[src/rtl/fr_pkg.sv]
// Shared definitions for the post-add normalization stage of the FP MAC adder path.
package fr_pkg;

  localparam int FRAC_W = 24;
  localparam int EXP_W  = 8;

  localparam logic [EXP_W-1:0] EXP_INF = {EXP_W{1'b1}};

  typedef enum logic [1:0] {
    IDLE,
    ADD,
    NORM,
    DONE
  } state_t;

endpackage

[src/rtl/fr_adder_norm.sv]
// Post-add normalization: sums two pre-conditioned fractions, then renormalizes
// one left shift per cycle, with valid/ready handshakes on both sides.
module fr_adder_norm
  import fr_pkg::*;
(
  input  logic              clock,
  input  logic              reset,
  input  logic              in_valid,
  output logic              in_ready,
  input  logic              in_sign,
  input  logic              in_sub,
  input  logic [EXP_W-1:0]  in_exp,
  input  logic [FRAC_W-1:0] in_input1,
  input  logic [FRAC_W-1:0] in_input2,
  output logic              out_valid,
  input  logic              out_ready,
  output logic              out_sign,
  output logic [EXP_W-1:0]  out_exp,
  output logic [FRAC_W-1:0] out_frac,
  output logic              out_ovf,
  output logic              out_unf
);

  state_t state_q, state_d;

  logic              sign_q, sign_d;
  logic              sub_q, sub_d;
  logic [EXP_W-1:0]  exp_q, exp_d;
  logic [FRAC_W-1:0] a_q, a_d;
  logic [FRAC_W-1:0] b_q, b_d;
  logic [FRAC_W-1:0] frac_q, frac_d;

  logic              out_sign_q, out_sign_d;
  logic [EXP_W-1:0]  out_exp_q, out_exp_d;
  logic [FRAC_W-1:0] out_frac_q, out_frac_d;
  logic              out_ovf_q, out_ovf_d;
  logic              out_unf_q, out_unf_d;

  logic [FRAC_W:0]   sum;
  logic [EXP_W-1:0]  exp_inc;
  logic [EXP_W-1:0]  exp_dec;
  logic [FRAC_W-1:0] frac_shl;

  // The shift that lands the leading one in the MSB also moves to DONE, so a
  // single-shift result costs one extra cycle over the no-shift case.
  always_comb begin
    state_d    = state_q;
    sign_d     = sign_q;
    sub_d      = sub_q;
    exp_d      = exp_q;
    a_d        = a_q;
    b_d        = b_q;
    frac_d     = frac_q;
    out_sign_d = out_sign_q;
    out_exp_d  = out_exp_q;
    out_frac_d = out_frac_q;
    out_ovf_d  = out_ovf_q;
    out_unf_d  = out_unf_q;
    sum        = {1'b0, a_q} + {1'b0, b_q};
    exp_inc    = exp_q + 1'b1;
    exp_dec    = exp_q - 1'b1;
    frac_shl   = {frac_q[FRAC_W-2:0], 1'b0};

    case (state_q)
      IDLE: begin
        if (in_valid) begin
          sign_d  = in_sign;
          sub_d   = in_sub;
          exp_d   = in_exp;
          a_d     = in_input1;
          b_d     = in_input2;
          state_d = ADD;
        end
      end

      ADD: begin
        out_sign_d = sign_q;
        out_exp_d  = exp_q;
        out_frac_d = sum[FRAC_W-1:0];
        out_ovf_d  = 1'b0;
        out_unf_d  = 1'b0;
        state_d    = DONE;
        if (!sub_q && sum[FRAC_W]) begin
          out_exp_d = exp_inc;
          if (exp_inc == EXP_INF) begin
            out_frac_d = '0;
            out_ovf_d  = 1'b1;
          end else begin
            out_frac_d = sum[FRAC_W:1];
          end
        end else if (sub_q && (sum[FRAC_W-1:0] == '0)) begin
          out_sign_d = 1'b0;
          out_exp_d  = '0;
        end else if (sub_q && !sum[FRAC_W-1]) begin
          frac_d  = sum[FRAC_W-1:0];
          state_d = NORM;
        end
      end

      NORM: begin
        out_sign_d = sign_q;
        out_ovf_d  = 1'b0;
        out_unf_d  = 1'b0;
        if (frac_q[FRAC_W-1]) begin
          out_exp_d  = exp_q;
          out_frac_d = frac_q;
          state_d    = DONE;
        end else if (exp_q[EXP_W-1:1] == '0) begin
          out_exp_d  = '0;
          out_frac_d = '0;
          out_unf_d  = 1'b1;
          state_d    = DONE;
        end else begin
          frac_d = frac_shl;
          exp_d  = exp_dec;
          if (frac_q[FRAC_W-2]) begin
            out_exp_d  = exp_dec;
            out_frac_d = frac_shl;
            state_d    = DONE;
          end
        end
      end

      DONE: begin
        if (out_ready) begin
          state_d = IDLE;
        end
      end

      default: state_d = IDLE;
    endcase
  end

  always_ff @(posedge clock) begin
    if (reset) begin
      state_q    <= IDLE;
      sign_q     <= 1'b0;
      sub_q      <= 1'b0;
      exp_q      <= '0;
      a_q        <= '0;
      b_q        <= '0;
      frac_q     <= '0;
      out_sign_q <= 1'b0;
      out_exp_q  <= '0;
      out_frac_q <= '0;
      out_ovf_q  <= 1'b0;
      out_unf_q  <= 1'b0;
    end else begin
      state_q    <= state_d;
      sign_q     <= sign_d;
      sub_q      <= sub_d;
      exp_q      <= exp_d;
      a_q        <= a_d;
      b_q        <= b_d;
      frac_q     <= frac_d;
      out_sign_q <= out_sign_d;
      out_exp_q  <= out_exp_d;
      out_frac_q <= out_frac_d;
      out_ovf_q  <= out_ovf_d;
      out_unf_q  <= out_unf_d;
    end
  end

  assign in_ready  = (state_q == IDLE);
  assign out_valid = (state_q == DONE);
  assign out_sign  = out_sign_q;
  assign out_exp   = out_exp_q;
  assign out_frac  = out_frac_q;
  assign out_ovf   = out_ovf_q;
  assign out_unf   = out_unf_q;

endmodule

[config.mk]
export PLATFORM = sky130hd
export DESIGN_NAME = fr_adder_norm
export DESIGN_NICKNAME = d
export VERILOG_FILES = /design/src/rtl/fr_pkg.sv /design/src/rtl/fr_adder_norm.sv
export SDC_FILE = /design/constraint.sdc
export NUM_CORES = 1
export LEC_CHECK = 0
export BUFFER_PORTS_ARGS = -buffer_cell sky130_fd_sc_hd__buf_2
export CAP_MARGIN = 25
export CELL_PAD_IN_SITES_DETAIL_PLACEMENT = 0
export CELL_PAD_IN_SITES_GLOBAL_PLACEMENT = 1
export CORE_ASPECT_RATIO = 0.8
export CORE_MARGIN = 4
export CORE_UTILIZATION = 39
export CTS_BUF_LIST = sky130_fd_sc_hd__clkbuf_4 sky130_fd_sc_hd__clkbuf_8 sky130_fd_sc_hd__clkbuf_16
export DETAILED_ROUTE_END_ITERATION = 8
export PLACE_DENSITY_LB_ADDON = 0.1
export SLEW_MARGIN = 20
export SYNTH_ARGS = -nofsm -noshare
export SYNTH_HDL_FRONTEND = slang
export SYNTH_SLANG_ARGS = --single-unit
[constraint.sdc]
create_clock -name clock -period 3.23 [get_ports clock]
set_input_delay 0.323 -clock clock [delete_from_list [all_inputs] [get_ports clock]]
set_output_delay 0.323 -clock clock [all_outputs]
set_load 0.1 [all_outputs]
# Word level (Yosys, flattened, before mapping)
# Cells that the tools add are included.
[word_totals]
register_bits = 119
in_bits = 62
out_inout_bits = 37
wordCells = 84
[op_classes]
add_sub_neg = 3
n_eq_ne = 12
n_mux = 40
reduce_logical = 16
[ops]
columns = ["cell", "n"]
rows = [
  ["$mux W24", 10],
  ["$pmux W24 S2", 2],
  ["$mux W8", 8],
  ["$pmux W8 S2", 2],
  ["$add A24 B24 Y25", 1],
  ["$logic_not A24 Y1", 1],
  ["$ne A2 B2 Y1 const B", 6],
  ["$mux W2", 5],
  ["$mux W1", 9],
  ["$add A8 B1 Y8 const B", 1],
  ["$eq A8 B8 Y1 const B", 1],
  ["$pmux W2 S4", 1],
  ["$reduce_and A4 Y1", 2],
  ["$sub A8 B1 Y8 const B", 1],
  ["$logic_not A7 Y1", 1],
  ["$pmux W1 S2", 3],
  ["$reduce_and A6 Y1", 1],
  ["$eq A2 B2 Y1 const B", 2],
  ["$ne A4 B4 Y1 const B", 1],
  ["$reduce_and A2 Y1", 2],
  ["$reduce_bool A2 Y1", 2],
  ["$logic_and A1 B1 Y1", 3],
  ["$reduce_and A3 Y1", 1],
  ["$eq A2 B1 Y1 const B", 1],
  ["other kinds (3)", 4],
]

# Longest topological paths before layout
# Gate-level depths: netlist of run 1.
[logic_depth]
depth_word = 7
mapped_depth = 13

# Worst setup path after synthesis of run 1
# No wires, ideal clock.
[synth_path]
path_kind = "register to register"
startpoint = "register a_q[0]"
endpoint = "register frac_q[10]"
t_arrival_ns = 3.199
required_time_ns = 3.085
setup_slack_ns = -0.114
path_stages_with_launch = 13
period_less_slack_ns = 3.344
cell_sequence = "dfxtp_1 > ha_1 > fa_1 > a21o_1 > a221o_1 > a211oi_4 > mux2_4 > a211oi_2 > nor4_4 > a32o_2 > nor2_2 > buf_6 > a211oi_2"
[synth_between]
elab_chain_len = 5
elab_cells_between_ends = 14
[synth_lines]
columns = ["item", "line_no", "text"]
rows = [
  ["start, declared", "fr_adder_norm.sv:29", "logic [FRAC_W-1:0] a_q, a_d;"],
  ["start signal, assigned", "fr_adder_norm.sv:140", "a_q <= '0;"],
  ["start signal, assigned", "fr_adder_norm.sv:153", "a_q <= a_d;"],
  ["$add A24 B24 Y25 (*)", "fr_adder_norm.sv:59", "sum = {1'b0, a_q} + {1'b0, b_q};"],
  ["$logic_not A24 Y1 (tied with other cells)", "fr_adder_norm.sv:91", "end else if (sub_q && (sum[FRAC_W-1:0] == '0)) begin"],
  ["$logic_and A1 B1 Y1 (tied with other cells)", "fr_adder_norm.sv:91", ""],
  ["$ne A2 B2 Y1 (no line) or $mux W24 (tied branches)", "-", ""],
  ["$reduce_and A6 Y1 (no line) or $pmux W24 S2 (tied branches)", "-", ""],
  ["end signal, assigned", "fr_adder_norm.sv:155", "frac_q <= frac_d;"],
  ["end, declared", "fr_adder_norm.sv:31", "logic [FRAC_W-1:0] frac_q, frac_d;"],
]
# Mark *: on every way between the ends. The rest lies on a longest branch, timed or not. The select of a mux whose other input is x is not followed.
# A chain may end at the register's enable or synchronous reset.

# Worst setup path after layout of run 1
[layout_path]
startpoint = "register a_q[0]"
endpoint = "register frac_q[23]"
[layout_between]
elab_chain_len = 5
elab_cells_between_ends = 14
[layout_lines]
columns = ["item", "line_no"]
rows = [
  ["$add A24 B24 Y25 (*)", "fr_adder_norm.sv:59"],
  ["$logic_not A24 Y1 (tied with other cells)", "fr_adder_norm.sv:91"],
  ["$logic_and A1 B1 Y1 (tied with other cells)", "fr_adder_norm.sv:91"],
  ["$ne A2 B2 Y1 (no line) or $mux W24 (tied branches)", "-"],
  ["$reduce_and A4 Y1 (no line) or $pmux W24 S2 (tied branches)", "-"],
]
# Marks and branches as above.

==> results of run 1 <==
==> routing by layer <==
metal  vias to the layer above  wire, µm
met3                        24      2023
met4                         0       335
met2                       302      9878
met1                      3580     12350
met5                         -         0
li1                       3837         -
==> per-stage QoR <==
| step | util (%) | setup slack, ns | area [µm²] | setup TNS, ns | cells |
|---|---|---|---|---|---|
| finish | 51.91 | -0.1479 | 9573 | -2.629 | 1367 |
| global route | 51.91 | -0.2926 | 9573 | -8.167 | 1367 |
| CTS | 50.82 | -0.09097 | 9373 | -1.220 | 1363 |
| detailed placement | 46.87 | -0.1467 | 8645 | -2.918 | 1325 |
| global placement | 46.87 | -0.09906 | 8645 | -0.4437 | 1325 |
| floorplan | - | 0.01730 | 7462 | 0 | 974 |
==> cells in the mapped netlist, drive strengths merged, types with 6 or more instances <==
cell type  instances
a22oi             13
nor2              85
nand3             10
nor3              21
clkbuf            58
xor2               6
xnor2             13
o211a             11
a221oi            16
a21oi            133
o22ai              7
a31oi             12
o211ai            10
ha                31
o21ai             55
a211oi            31
nand2b             9
mux2i              9
nand4             12
nor3b              7
inv               17
a21o               9
buf               18
nor4              14
nor2b              6
dfxtp            119
nand2            157
o31ai              7
==> power breakdown <==
part	switching (mW)	internal, mW
Sequential	0.289	1.84
Combinational	3.85	2.05
Clock	0.699	1.11
==> worst max-delay path, stage by stage, from the launching register on <==
cell and delay (ns):
sky130_fd_sc_hd__dfxtp_2 0.33, sky130_fd_sc_hd__ha_4 0.16, sky130_fd_sc_hd__fa_2 0.34, sky130_fd_sc_hd__a21o_1 0.22, sky130_fd_sc_hd__a221o_1 0.36, sky130_fd_sc_hd__a211oi_4 0.30, sky130_fd_sc_hd__mux2_4 0.34, sky130_fd_sc_hd__a211oi_4 0.23
sky130_fd_sc_hd__nor4_4 0.10, sky130_fd_sc_hd__a32oi_2 0.21, sky130_fd_sc_hd__buf_6 0.19, sky130_fd_sc_hd__buf_12 0.15, sky130_fd_sc_hd__a41oi_2 0.11, sky130_fd_sc_hd__a311oi_1 0.24
==> logic make-up (layout without fill, tap and decap cells) <==
| logic type | Yosys count | in the layout | synth area share [%] |
|---|---|---|---|
| AOI/OAI and AO/OA | 355 | 355 | 32.20 |
| DFF | 119 | 119 | 31.98 |
| muxes | 11 | 11 | 1.562 |
| buffers and inverters | 93 | 233 | 5.055 |
| and+or+nand+nor | 345 | 345 | 21.30 |
| adders and majority gates | 32 | 32 | 5.475 |
| xor gates and xnor gates | 19 | 19 | 2.435 |
==> final cells by class <==
cell class / instances / area share [%]
Timing Repair Buffer: 187 / 13.78
Multi-Input combinational cell: 762 / 51.59
Clock buffer: 21 / 4.954
Inverter: 17 / 0.6666
Tap cell: 253 / 3.307
Clock inverter: 8 / 0.7973
Sequential cell: 119 / 24.91
==> registers in the layout, summed over array words and instances (netlist names) <==
name and cells:
state_q 2, frac_q 24, a_q 24, sub_q 1
out_frac 24, out_ovf 1, out_sign 1, b_q 24
out_unf 1, exp_q 8, sign_q 1, out_exp 8
==> worst max-delay path by stage <==
stage	depth (start not counted)	slack, ns	end	start
global placement	13	-0.1	out_frac[13]	a_q[11]
global route	15	-0.29	frac_q[8]	a_q[0]
detailed placement	12	-0.15	frac_q[4]	a_q[0]
CTS	13	-0.09	frac_q[23]	a_q[0]
floorplan	12	0.02	frac_q[10]	a_q[0]
finish	13	-0.15	frac_q[23]	a_q[0]
==> repair_timing <==
| item | CTS | global route |
|---|---|---|
| endpoints found under the setup margin | 44 | 52 |
| pin swaps | 5 | 7 |
| buffers inserted | 7 | 3 |
| gates cloned | 2 | 2 |
| resized for setup | 22 | 30 |
==> flow_results.org, run 1 <==
** STA
- Setup repair after global routing could not meet its margin everywhere.
- Setup slack on the critical path of the routed design comes to -0.1479 ns.
- The clock arrives with 0.007694 ns of skew.
- Worst Hold Margin :: 0.1351 ns
- Final Hold Viols :: 0
- The routed design could run at a clock period as short as 3.378 ns.
- The final number of max-transition violations is 0.
- Final Setup Violations :: 24
- The final critical path takes up 104.6% of the cycle.
- At the pin with the least slew margin, the transition time is 0.6918 ns.
- Remaining max-slew budget at the tightest pin :: 53.83%
- Timing would allow up to 0.2960 GHz.

** Global route
- Entering global routing, the biggest net connects 56 pins.
- Global routing used 22.58% of the available tracks.
- First-pass GRT wire length :: 39.48 mm
- Summed over all layers, the global routing overflow is 0.
- Global routing used 5.291% of the available met3 tracks.
- After global routing, the most crowded layer is met1.
- For met1 alone, demand over resource in global routing was 34.96%.
- The via count of the first global-routing pass was 7268.
- The initial antenna violation count was 0.
- Met2 usage in global routing :: 31.26%

** CTS
- Clock tree synthesis found a total of 119 sinks.
- In this run the deepest clock path goes through 2 buffers.
- After clock tree synthesis, the clock-pin slew on the worst setup and hold paths is 0.06 ns.
- Hold repair after CTS inserted 0 buffers.
- TritonCTS built the clock tree.
- Cts bufs inserted :: 17
- Clock tree synthesis selected as its root buffer the cell sky130_fd_sc_hd__clkbuf_16.
- H-tree depth :: 4
- The later pin in the worst-skew pair is clocked with a latency of 0.42 ns.

** Critical path
- Arr. time, crit path :: 3.71 ns
- The worst register-to-register path begins at a_q[0].
- Data on the critical path is required at its endpoint by 3.56 ns.
- The critical path in this run is classified as reg -> reg.
- Crit path max fanout :: 6
- Critical Path Source Type :: flip-flop
- Worst R2R End :: frac_q[23]
- Worst reg2reg path depth :: 13
- The setup check on the worst reg-to-reg path leaves a slack of -0.15 ns.
- Worst setup EP type :: flip-flop

** Logic synthesis
- Post-synth top area cell :: sky130_fd_sc_hd__dfxtp_1
- Summed over its instances, the top area cell type makes up 31.98% of the synthesized netlist area.
- Flops & latches, synth :: 119
- Counting every net in the synthesized netlist gives 1068.
- Most instantiated flip-flop cell in the synthesis netlist :: sky130_fd_sc_hd__dfxtp_1
- After synthesis, the share of flip-flops with an asynchronous set or reset is 0%.
- Count of warnings emitted by yosys :: 0
- Sequential fraction of the synthesis area :: 31.98%
- Count of distinct cell types in the synthesized netlist :: 78
- Post-Syn Instances :: 974
- Each instance of the synthesized netlist takes up on average 7.649 µm².
- By area the synthesized netlist is led by sky130_fd_sc_hd__dfxtp_1 32%, sky130_fd_sc_hd__a21oi_1 8.9%, sky130_fd_sc_hd__nand2_1 7.9%.
- In this run, synthesis inferred 0 flip-flops with an integrated enable.
- The synthesized netlist occupies a cell area of 7450 µm².

** Routing
- Total number of vias :: 7743
- DRC :: 0
- Detailed Route WL :: 24.59 mm
- Routed wire length per instance :: 17.99 µm
- The detail route stage leaves a number of antenna-violating nets equal to 0.
- Length of the first detailed-routing pass in iterations :: 5
- Average via count per standard cell :: 5.664
- In this run, the number of DRC markers left after iteration 0 of detailed routing was 676.

** Cells and area
- In the layout the commonest cells are 156 x sky130_fd_sc_hd__nand2_1, 126 x sky130_fd_sc_hd__a21oi_1, 117 x sky130_fd_sc_hd__dfxtp_1, 97 x sky130_fd_sc_hd__buf_2, 83 x sky130_fd_sc_hd__nor2_1.
- After filler insertion, the fill cell instance count of the layout stands at 1872.
- The multi-input combinational cells in the finished layout cover a total of 4938 µm².
- In the final design database the tool counted 1198 nets.
- Relative to the synthesized area, the layout overhead comes to 28.50%.
- Most common library cell in the layout ignoring fill and taps :: sky130_fd_sc_hd__nand2_1
- Ant diodes :: 0
- Footprint of the flip-flops and latches :: 2385 µm²
- Of the cells placed in the final design, the portion with a size suffix greater than 1 is 26.39%.

** Pwr
- Total power for the finished layout comes to 9.828 mW.
- Leakage power :: 3.870 nW
- Power spread over the standard cell area amounts to 1027 nW/µm².
- The worst-case IR drop observed on VDD is 0.0005534 V.

** Hold path
- WHS Endpoint :: a_q[8]
- Class of the tightest hold or removal check :: in -> reg
- Worst hold path startpoint :: in_input1[8]
- Counting instances, the worst hold path has a depth of 3.

** Run
- Max-capacitance violation count :: 0

** Die
- During I/O placement, the number of pins put on the boundary was 99.
- The die covers 21390 µm².
- Std-Cell Rows :: 44
- The core region is 18440 µm².
- The initial utilization of the core area, before any placement, comes to 40.39%.
- Measured along the x axis, the die boundary spans 162.5 µm.
- Die outline height :: 131.6 µm

** Status
- Status :: complete, but fails checks
- Violated checks :: setup timing

** Place
- HPWL after detailed placement :: 16.98 mm
- Placer Congestion :: 0.8721
- Port Buf Inserts :: 98
(Power assumes the default switching activity.)
==> run 2: changes to the inputs <==
--- a/config.mk
+++ b/config.mk
@@ -7,14 +7,12 @@
 export LEC_CHECK = 0
 export BUFFER_PORTS_ARGS = -buffer_cell sky130_fd_sc_hd__buf_2
 export CAP_MARGIN = 25
-export CELL_PAD_IN_SITES_DETAIL_PLACEMENT = 0
-export CELL_PAD_IN_SITES_GLOBAL_PLACEMENT = 1
 export CORE_ASPECT_RATIO = 0.8
 export CORE_MARGIN = 4
-export CORE_UTILIZATION = 39
+export CORE_UTILIZATION = 45
 export CTS_BUF_LIST = sky130_fd_sc_hd__clkbuf_4 sky130_fd_sc_hd__clkbuf_8 sky130_fd_sc_hd__clkbuf_16
 export DETAILED_ROUTE_END_ITERATION = 8
-export PLACE_DENSITY_LB_ADDON = 0.1
+export PLACE_DENSITY = 0.74
 export SLEW_MARGIN = 20
 export SYNTH_ARGS = -nofsm -noshare
 export SYNTH_HDL_FRONTEND = slang
==> flow_results.org, run 2 (same netlist as run 1, synthesis figures left out) <==
** Status
- Status :: complete, but fails checks
- Violated checks :: setup timing

** STA
- Subtracting the final worst setup slack from the clock period gives 3.404 ns.
- Number of max-slew violations in the final report :: 0
- Setup violations remaining at the end of the flow were counted as 48.
- Maximum clock rate :: 0.2937 GHz
- Minimum setup slack in the final design :: -0.1743 ns
- Transition time at the pin with the least slew margin :: 1.007 ns
- The total count of hold-check failures in the final report came to 0.
- Setup repair after global routing could not meet its margin everywhere.
- Final worst clock skew :: 0.009350 ns
- Headroom to the max-slew limit came out at 32.59%.
- Period utilization :: 105.4%

** Place
- Port Buf Inserts :: 98
- The number of placed instances, taps included, is 1271.
- HPWL after detailed placement :: 15.80 mm
- Placement-stage worst setup slack :: -0.1877 ns
- Placer Congestion :: 0.9180

** Die
- The initialized floorplan defines 41 standard-cell rows.
- Number of I/O pins :: 99
- The die is 123.1 µm tall.
- The die covers 18690 µm².
- Effective utilization at floorplan :: 46.54%
- Total core area :: 16010 µm²
- DIE WIDTH :: 151.9 µm

** CTS
- Num Clock Sinks :: 119
- Cts bufs inserted :: 17
- CTS clock-pin slew for the worst setup and hold paths :: 0.06 ns
- Buffers inserted to repair hold after CTS numbered 0.
- Buffer type at the clock tree root :: sky130_fd_sc_hd__clkbuf_16
- The clock passes through at most 2 buffers.
- The clock tree synthesis step divided the H-tree into 4 levels.
- The later pin in the worst-skew pair is clocked with a latency of 0.42 ns.
- TritonCTS built the clock tree.

** Global route
- The initial antenna violation count is 0.
- Via count of the first global-routing pass :: 7252
- Entering global routing, the biggest net connects 53 pins.
- Global routing finished with a remaining overflow of 0.
- First-pass GRT wire length :: 36.31 mm
- Global Route Usage Sum :: 23.40%

** Routing
- Count of antenna-violating nets left after detailed routing :: 0
- After detailed routing, the number of remaining DRC violations is 0.
- Length of the first detailed-routing pass in iterations :: 7
- Detailed Route WL :: 24.31 mm
- Dividing the detail-routed via count by the number of cells gives 6.081.
- Total number of vias :: 8057
- Starting DRT DRC Count :: 861
- After detailed routing, the average wire length per cell comes to 18.35 µm.

** Pwr
- The design draws 10.29 mW.
- For this design the static power due to leakage is 3.916 nW.
- For this design the ratio of total power to cell area is 1063 nW/µm².
- Across the VDD grid, the largest voltage drop is 0.0005794 V.

** Critical path
- WS Path Type :: reg -> reg
- At the worst endpoint, the required time is 3.56 ns.
- Critical Path Source Type :: flip-flop
- In this run the worst path has a maximum fanout of 5.
- For the worst setup path, the data arrival time is 3.73 ns.
- The worst setup path is captured at a flip-flop.

** Cells and area
- Area of the multi-input gates :: 4980 µm²
- Leaving out fill and tap cells, the most frequent cell in the layout is sky130_fd_sc_hd__nand2_1.
- The finished layout holds 1325 standard cells, fillers aside.
- At the end of the flow, the number of nets in the layout was 1191.
- The area growth from synthesis to layout is 29.93%.
- Ant diodes :: 0
- Total of fill cells in the finished design :: 1384
- Footprint of the flip-flops and latches :: 2385 µm²
- The post-route netlist has 25.95% of its cells at a drive strength greater than 1.
- Once layout is complete, the utilization of the core stands at 60.48%.
- Highest-count cells in the layout ignoring fill and taps :: 156 x sky130_fd_sc_hd__nand2_1, 121 x sky130_fd_sc_hd__a21oi_1, 117 x sky130_fd_sc_hd__dfxtp_1, 97 x sky130_fd_sc_hd__buf_2, 84 x sky130_fd_sc_hd__nor2_1

** Hold path
- Class of the tightest hold or removal check :: in -> reg

** Run
- Max-capacitance violation count :: 0
## run 2: cell types whose count changed in the layout (fill, tap and decap cells not counted), moves of 5 or more
cell	change
sky130_fd_sc_hd__buf_4	-14
sky130_fd_sc_hd__o21ai_0	-7
sky130_fd_sc_hd__buf_6	+6
sky130_fd_sc_hd__a21oi_1	-5
sky130_fd_sc_hd__a21oi_4	+5
sky130_fd_sc_hd__clkbuf_16	+5
sky130_fd_sc_hd__o21ai_1	+5
## run 2: stage by stage
step                      TNS, ns  hold WS, ns  cell area (µm²)
final                      -4.253       0.1380             9679
after global placement    -0.2425       0.4434             8439
after CTS                 -0.1247       0.1286             9125
after global routing       -14.41       0.1329             9679
after floorplan                 0       0.4366             7462
after detailed placement   -2.764       0.4446             8439
## run 2: power breakdown
group	switching [mW]	internal, mW
Combinational	3.91	2.09
Sequential	0.312	1.84
Clock	0.724	1.42
Total	4.95	5.34
## run 2: what timing repair did
| action | CTS | global route |
|---|---|---|
| pin swaps | 4 | 27 |
| buffers inserted | 0 | 11 |
| gates resized for setup | 6 | 59 |
| endpoints found under the setup margin | 36 | 54 |
| cloned | 0 | 11 |
| hold endpoints to repair | 0 | 0 |
## run 2: path summary, 6_finish.rpt
path                 start          to  slack [ns]  cells after the start
min          in_input1[11]     a_q[11]        0.14                      3
max reg2reg         a_q[0]   frac_q[4]       -0.17                     13
max                 a_q[0]   frac_q[4]       -0.17                     13
min reg2reg     out_exp[1]  out_exp[1]        0.46                      2
## run 2: layout make-up
cell class,count,share of cell area (%)
clock inverter,12,2.042
multi-input combinational,762,51.45
clock buffer,20,4.757
sequential,119,24.64
inverter,17,0.6593
timing repair buffer,180,13.68
tap,215,2.779
## run 2: layer usage
metal  wire, µm  track usage, %
met5          0               0
met4        748           7.187
met3       2242           5.773
met2      10440           36.21
met1      10880           32.48
## run 2: worst max-delay path, cell delays in order, from the launching register on
cell and delay, ns:
sky130_fd_sc_hd__dfxtp_2 0.33, sky130_fd_sc_hd__ha_4 0.16, sky130_fd_sc_hd__fa_2 0.33, sky130_fd_sc_hd__a21o_1 0.23
sky130_fd_sc_hd__a221o_1 0.37, sky130_fd_sc_hd__a211oi_4 0.34, sky130_fd_sc_hd__mux2_4 0.35, sky130_fd_sc_hd__a211oi_4 0.22
sky130_fd_sc_hd__nor4_4 0.11, sky130_fd_sc_hd__a32oi_2 0.23, sky130_fd_sc_hd__buf_6 0.19, sky130_fd_sc_hd__buf_12 0.15
sky130_fd_sc_hd__a21oi_2 0.06, sky130_fd_sc_hd__a311oi_2 0.25
